File: src/rtl/instr_fetch.sv
// instr_fetch: instruction fetch sequencer between the PC register, instruction
// memory and decode.
//
// Ports:
//   clk, reset              clock; synchronous active-low reset
//   pc_in, pc_plus_4_in     current PC and PC+4 from the PC register
//   pc_load_en, pc_next     PC register load strobe and value (combinational)
//   imem_req_*              read request channel (valid/ready), addr = pc_in
//   imem_rsp_*              read response channel (valid only, 1-cycle pulse)
//   redirect_valid/addr     branch/jump redirect from execute
//   instr_valid/ready/data/pc  fetched instruction to decode (registered)
module instr_fetch #(
    parameter int unsigned ADDR_WIDTH = 24,
    parameter int unsigned DATA_WIDTH = 32
) (
    input  logic                  clk,
    input  logic                  reset,
    input  logic [ADDR_WIDTH-1:0] pc_in,
    input  logic [ADDR_WIDTH-1:0] pc_plus_4_in,
    output logic                  pc_load_en,
    output logic [ADDR_WIDTH-1:0] pc_next,
    output logic                  imem_req_valid,
    input  logic                  imem_req_ready,
    output logic [ADDR_WIDTH-1:0] imem_req_addr,
    input  logic                  imem_rsp_valid,
    input  logic [DATA_WIDTH-1:0] imem_rsp_data,
    input  logic                  redirect_valid,
    input  logic [ADDR_WIDTH-1:0] redirect_addr,
    output logic                  instr_valid,
    input  logic                  instr_ready,
    output logic [DATA_WIDTH-1:0] instr_data,
    output logic [ADDR_WIDTH-1:0] instr_pc
);

    typedef enum logic [1:0] {
        REQ   = 2'd0,
        WAIT  = 2'd1,
        HOLD  = 2'd2,
        DRAIN = 2'd3
    } state_t;

    state_t                state;
    logic [ADDR_WIDTH-1:0] req_pc;
    logic                  rsp_accept;

    // A response is only used when no redirect makes it stale in the same cycle.
    assign rsp_accept     = (state == WAIT) && imem_rsp_valid && !redirect_valid;

    // Request is suppressed during a redirect so the address never changes under valid.
    assign imem_req_valid = reset && (state == REQ) && !redirect_valid;
    assign imem_req_addr  = pc_in;

    // Redirect has priority over sequential advance.
    assign pc_load_en     = reset && (redirect_valid || rsp_accept);
    assign pc_next        = redirect_valid ? redirect_addr : pc_plus_4_in;

    // State and registered decode outputs.
    always_ff @(posedge clk) begin
        if (!reset) begin
            state       <= REQ;
            req_pc      <= '0;
            instr_valid <= 1'b0;
            instr_data  <= '0;
            instr_pc    <= '0;
        end else begin
            case (state)
                REQ: begin
                    if (imem_req_valid && imem_req_ready) begin
                        req_pc <= pc_in;
                        state  <= WAIT;
                    end
                end
                WAIT: begin
                    if (redirect_valid) begin
                        // Response in the same cycle is dropped; otherwise it is still in flight.
                        state <= imem_rsp_valid ? REQ : DRAIN;
                    end else if (imem_rsp_valid) begin
                        instr_data  <= imem_rsp_data;
                        instr_pc    <= req_pc;
                        instr_valid <= 1'b1;
                        state       <= HOLD;
                    end
                end
                HOLD: begin
                    if (redirect_valid || (instr_valid && instr_ready)) begin
                        instr_valid <= 1'b0;
                        state       <= REQ;
                    end
                end
                DRAIN: begin
                    // The stale response ends the drain even if another redirect arrives with it.
                    if (imem_rsp_valid) begin
                        state <= REQ;
                    end
                end
                default: state <= REQ;
            endcase
        end
    end

endmodule

File: config.mk
export PLATFORM = sky130hd
export DESIGN_NAME = instr_fetch
export DESIGN_NICKNAME = d
export VERILOG_FILES = /design/src/rtl/instr_fetch.sv
export SDC_FILE = /design/constraint.sdc
export NUM_CORES = 1
export LEC_CHECK = 0
export ABC_AREA = 0
export CORE_AREA = 2 2 118 131
export DETAILED_ROUTE_END_ITERATION = 12
export DIE_AREA = 0 0 120 133
export SLEW_MARGIN = 20
export SYNTH_ARGS = -nofsm -noshare
export SYNTH_HDL_FRONTEND = slang
export SYNTH_SLANG_ARGS = --single-unit
File: constraint.sdc
create_clock -name clk -period 1.6 [get_ports clk]
set_input_delay 0.24 -clock clk [delete_from_list [all_inputs] [get_ports clk]]
set_output_delay 0.24 -clock clk [all_outputs]
set_load 0.05 [all_outputs]
=== Word-level counts from Yosys, hierarchy flattened ===
Cells that the tools add are included.

* Bits in registers: 83
* Bits in latches: 0
* Memory bits (writable): 0
* Memory bits (read-only): 0
* Bits of input ports: 110
* Output and inout bits: 107
* Memories kept: 0

* Add/sub/neg operators: 0
* Multipliers: 0
* Divide/modulo/power cells: 0
* $lt $le $gt $ge: 0
* Equal/unequal tests: 9
* Shift-type cells: 0
* Multiplexer cells: 12
* Bitwise gates (word level): 1
* Reduce and logical (&&, ||, !) cells: 16

{| class="wikitable"
|+ Operators by type and width
! cell !! number
|-
| 24-bit two-way mux || 1
|-
| 2-bit two-way mux || 6
|-
| 2-bit != test (second input constant) || 4
|-
| 2-bit case mux with 4 select lines || 1
|-
| 4-bit AND reduction || 2
|-
| 1-bit logical AND || 7
|-
| 2-bit equality test (second input constant) || 2
|-
| 1-bit two-way mux || 3
|-
| 3-bit != test (second input constant) || 1
|-
| 3-bit AND reduction || 1
|-
| 2-bit by 1-bit equality test with 1-bit output (second input constant) || 1
|-
| 2-bit zero test || 1
|-
| 1-bit logical OR || 2
|-
| 2-bit by 1-bit != test with 1-bit output (second input constant) || 1
|-
| 1-bit case mux with 2 select lines || 1
|-
| 2-bit AND reduction || 1
|-
| 2-bit nonzero test || 1
|-
| 1-bit zero test || 1
|-
| 1-bit NOT || 1
|}

=== Logic depth before layout (Yosys ltp) ===
* Depth after elaboration: 6
* Gate-level depth with buffers: 6

=== Worst setup path before layout ===
OpenSTA, ideal clock, no wires.

* Kind: register -> register
* Start: register state[0]
* End: register req_pc[14]
* Setup time: 0.069 ns
* Data arrival time: 1.374 ns
* Slack: 0.158 ns
* Cell stages (with the launch flop): 6
* Clock period less this slack: 1.442 ns
* Cell sequence: dfxtp_1 buf_2 nor4b_4 buf_2 nand3_1 o21ai_1

* Cells in the longest elaborated chain, start to end: 5

{| class="wikitable"
|+ RTL lines
! item !! line !! text
|-
| start, declared || 42 || <nowiki>state_t state;</nowiki>
|-
| start signal, assigned || 76 || <nowiki>state <= imem_rsp_valid ? REQ : DRAIN;</nowiki>
|-
| 2-bit zero test || 50 || <nowiki>assign imem_req_valid = reset && (state == REQ) && !redirect_valid;</nowiki>
|-
| 1-bit logical AND (2 in a row) || 50 ||
|-
| via imem_req_valid || 22 || <nowiki>output logic imem_req_valid,</nowiki>
|-
| 1-bit logical AND || 68 || <nowiki>if (imem_req_valid && imem_req_ready) begin</nowiki>
|-
| 2-bit AND reduction (no line) || -- ||
|-
| end signal, assigned || 69 || <nowiki>req_pc <= pc_in;</nowiki>
|-
| end, declared || 43 || <nowiki>logic [ADDR_WIDTH-1:0] req_pc;</nowiki>
|}

The timed path passes the listed nets, and every way through them passes these cells.
A chain may end at the register's enable or synchronous reset.

=== Final worst setup path ===
* Start: register state[0]
* End: output port imem_req_valid

* Cells in the longest elaborated chain, start to end: 3

{| class="wikitable"
|+ RTL lines
! item !! line
|-
| 2-bit zero test || 50
|-
| 1-bit logical AND (2 in a row) || 50
|-
| end, declared || 22
|}

No other way between the ends.

==> flow_metrics.tcl <==
set metrics [dict create \
    worst_slack_ns 0.0723 \
    timing.final.crit_share_pct 95.5 \
    startpoint_type "register" \
    setup_viol 0 \
    path_max_fanout 8 \
    grt_max_degree 43 \
    wl_per_cell_um 13.8 \
    grt_util_all_layers_pct 14.2 \
    cp-startpoint "state[0]" \
    finClkSkew_ns 0.00536 \
    n_fill_cell 1449 \
    synth_area_leaders "dfxtp_1, nand2_1, a21boi_0, mux2_2, buf_4" \
    cp.arrival_ns 1.29 \
    power_per_cell_area_nw_per_um2 845 \
    peakVddDrop_mv 0.491 \
    synth_top_cells_by_count "nand2_1, dfxtp_1, a21boi_0" \
    ios 217 \
    multi_input_area_um2 1600 \
    cts.root.buffer_cell "clkbuf_16" \
    core_um2 14800 \
    yosys_warnings 0 \
    min_period_ns 1.53 \
    vias 3487 \
    worstReg2RegStart "state[0]" \
    cts_num_sinks 83 \
    pre_cts_ws_ns -0.234 \
    cts-buffers-inserted 9 \
    synth_seq_cells 83 \
    synthFlopType "dfxtp_1" \
    synth_top_area_share_pct 46.3 \
    die_y_um 133 \
    timing.fmax_ghz 0.655 \
    post-route-util_pct 43.4 \
    syn_inst 422 \
    r2r_slack_ns 0.23 \
    final.setup.tns_ns 0 \
    place_area_um2 6050 \
    rsz0062_at_grt "false" \
    avgSynthCellArea_um2 8.50 \
    place_congestion 0.761 \
    endpoint "imem_req_valid" \
    worst_pin_slew_ns 0.383 \
    fin_nets 721 \
    relSlewSlack_pct 74.4 \
    cap_violations 0 \
    required_ns 1.36 \
    cts_tree "done" \
    cp_slowest_cell "dfxtp_2" \
    postLayoutCellArea_um2 6400 \
    htreeDepth 3 \
    regArea_um2 1660 \
    grt_antenna_before_repair 0 \
    clk_pin_slew_ns 0.06 \
    ant_nets 0 \
    cts_buffer_depth 2 \
    die_x_um 120 \
    grt_pass1_vias 3540 \
    yosysMostFrequentCell "nand2_1" \
    cp-end-kind "primary output" \
    yosys.area.top_type "dfxtp_1" \
    reg2reg_depth 5 \
    drtIter0Drc 99 \
    grt_overflow 0 \
    diodes 0 \
    hold_viol 0 \
    ys_types 25 \
    critPathMaxStageDelay_ns 0.37 \
    drc 0 \
    drive_gt1_share_pct 27.9 \
    dr.pass1.iters 6 \
    worstSkewPairLatency_ns 0.33 \
    rr_endpoint "req_pc[2]" \
    hp-class "primary input to register" \
    crit_chain "nor4b_4, buf_4, buf_12" \
    worstSetupPathType "register to primary output" \
    syn2layout_area_growth_pct 78.5 \
    dieArea_um2 16000 \
    grt_pass1_wl_um 18100 \
    initial_core_util_pct 24.3 \
    dp_hpwl_um 8580 \
    leakagePower_uw 0.00247 \
    async_flop_share_pct 0 \
    rows 47 \
    syn-num-nets 532 \
    netlist_area_um2 3590 \
    port_buffers 216 \
    viasPerCell 4.29 \
    cts_hold_buf 0 \
    synth_edf_count 0 \
    routed_wl_um 11200 \
    drv_slew 0 \
    status "finished, final reports clean" \
    ys_seq_area_share_pct 46.3 \
]
[state kept, by name, summed over array words and instances, names as in the netlist]
signal	count
instr_data	32
instr_pc	24
instr_valid	1
req_pc	24
state	2
[metrics by stage]
step           total power, uW  hold slack (ns)  instances
3_5_place_dp              3380            0.441        792
3_3_place_gp              3370            0.436        792
2_1_floorplan             2750            0.370        422
5_1_grt                   5670            0.207        812
6_report                  5410            0.219        812
4_1_cts                   5490            0.202        811
[placed cells by master, fill, tap and decap left out, drive strengths merged]
cell           count
nor2               2
o21a               2
nand4bb            1
clkdlybuf4s50    106
clkdlybuf4s15      1
nor2b              1
a21boi            56
o211ai             1
clkinv             2
nand2            138
o21ai             25
a211oi             1
buf              127
nand2b             1
nand3             24
nor4b              1
a21oi              1
dfxtp             83
mux2i              1
dlygate4sd2        1
and2               1
and4bb             1
clkbuf            11
o221a              1
clkinvlp           2
mux2              24
bufinv             1
[where the power goes]
part | internal, uW | switching (uW) | leakage, uW
combinational | 617 | 582 | 0.00166
sequential | 2110 | 24.8 | 0.000672
clock | 1260 | 819 | 0.000142
total | 3980 | 1430 | 0.00247
[routing by layer]
layer / vias to the layer above / wire (um) / GRT usage (%)
met1: 1580 / 4400 / 16.0
met2: 140 / 5810 / 25.3
met5: - / 0 / 0
met3: 11 / 858 / 4.48
met4: 0 / 160 / 4.84
li1: 1756 / - / -
[final cells by class]
cell class	instances	share of cell area [%]
Sequential cell	83	26.0
Multi-Input combinational cell	282	25.0
Clock inverter	5	0.977
Clock buffer	11	3.79
Tap cell	196	3.83
Timing Repair Buffer	235	40.4
[worst min-delay path by stage]
stage | start | end | slack [ns] | cells past startpoint
6_report | reset | instr_valid | 0.22 | 2
3_5_place_dp | req_pc[8] | req_pc[8] | 0.44 | 2
5_1_grt | reset | instr_valid | 0.21 | 2
4_1_cts | reset | instr_valid | 0.20 | 2
3_3_place_gp | req_pc[0] | instr_pc[0] | 0.44 | 2
2_1_floorplan | pc_in[0] | req_pc[0] | 0.37 | 2
[critical path: cells and delay by family, from the launching register on]
family,cells,cell delay [ns]
and+or+nand+nor,1,0.28
DFF,1,0.37
buffers and inverters,2,0.30
[cell families (layout without fill, tap and decap cells)]
kind of cell	Yosys count	after routing	share of synthesized area, %
AOI/OAI and AO/OA	87	87	16.5
buffers and inverters	57	251	9.55
DFF	83	83	46.3
muxes	25	25	7.81
and+or+nand+nor	170	170	19.8
[repair_timing]
action                                  4_1_cts  5_1_grt
gates resized for setup                       6        0
cloned                                        1        0
buffers inserted                              2        1
pin swaps                                     1        0
endpoints found under the setup margin       26        1
endpoints found under the hold margin         0        0
No activity file was read; power rests on OpenSTA's default activity.
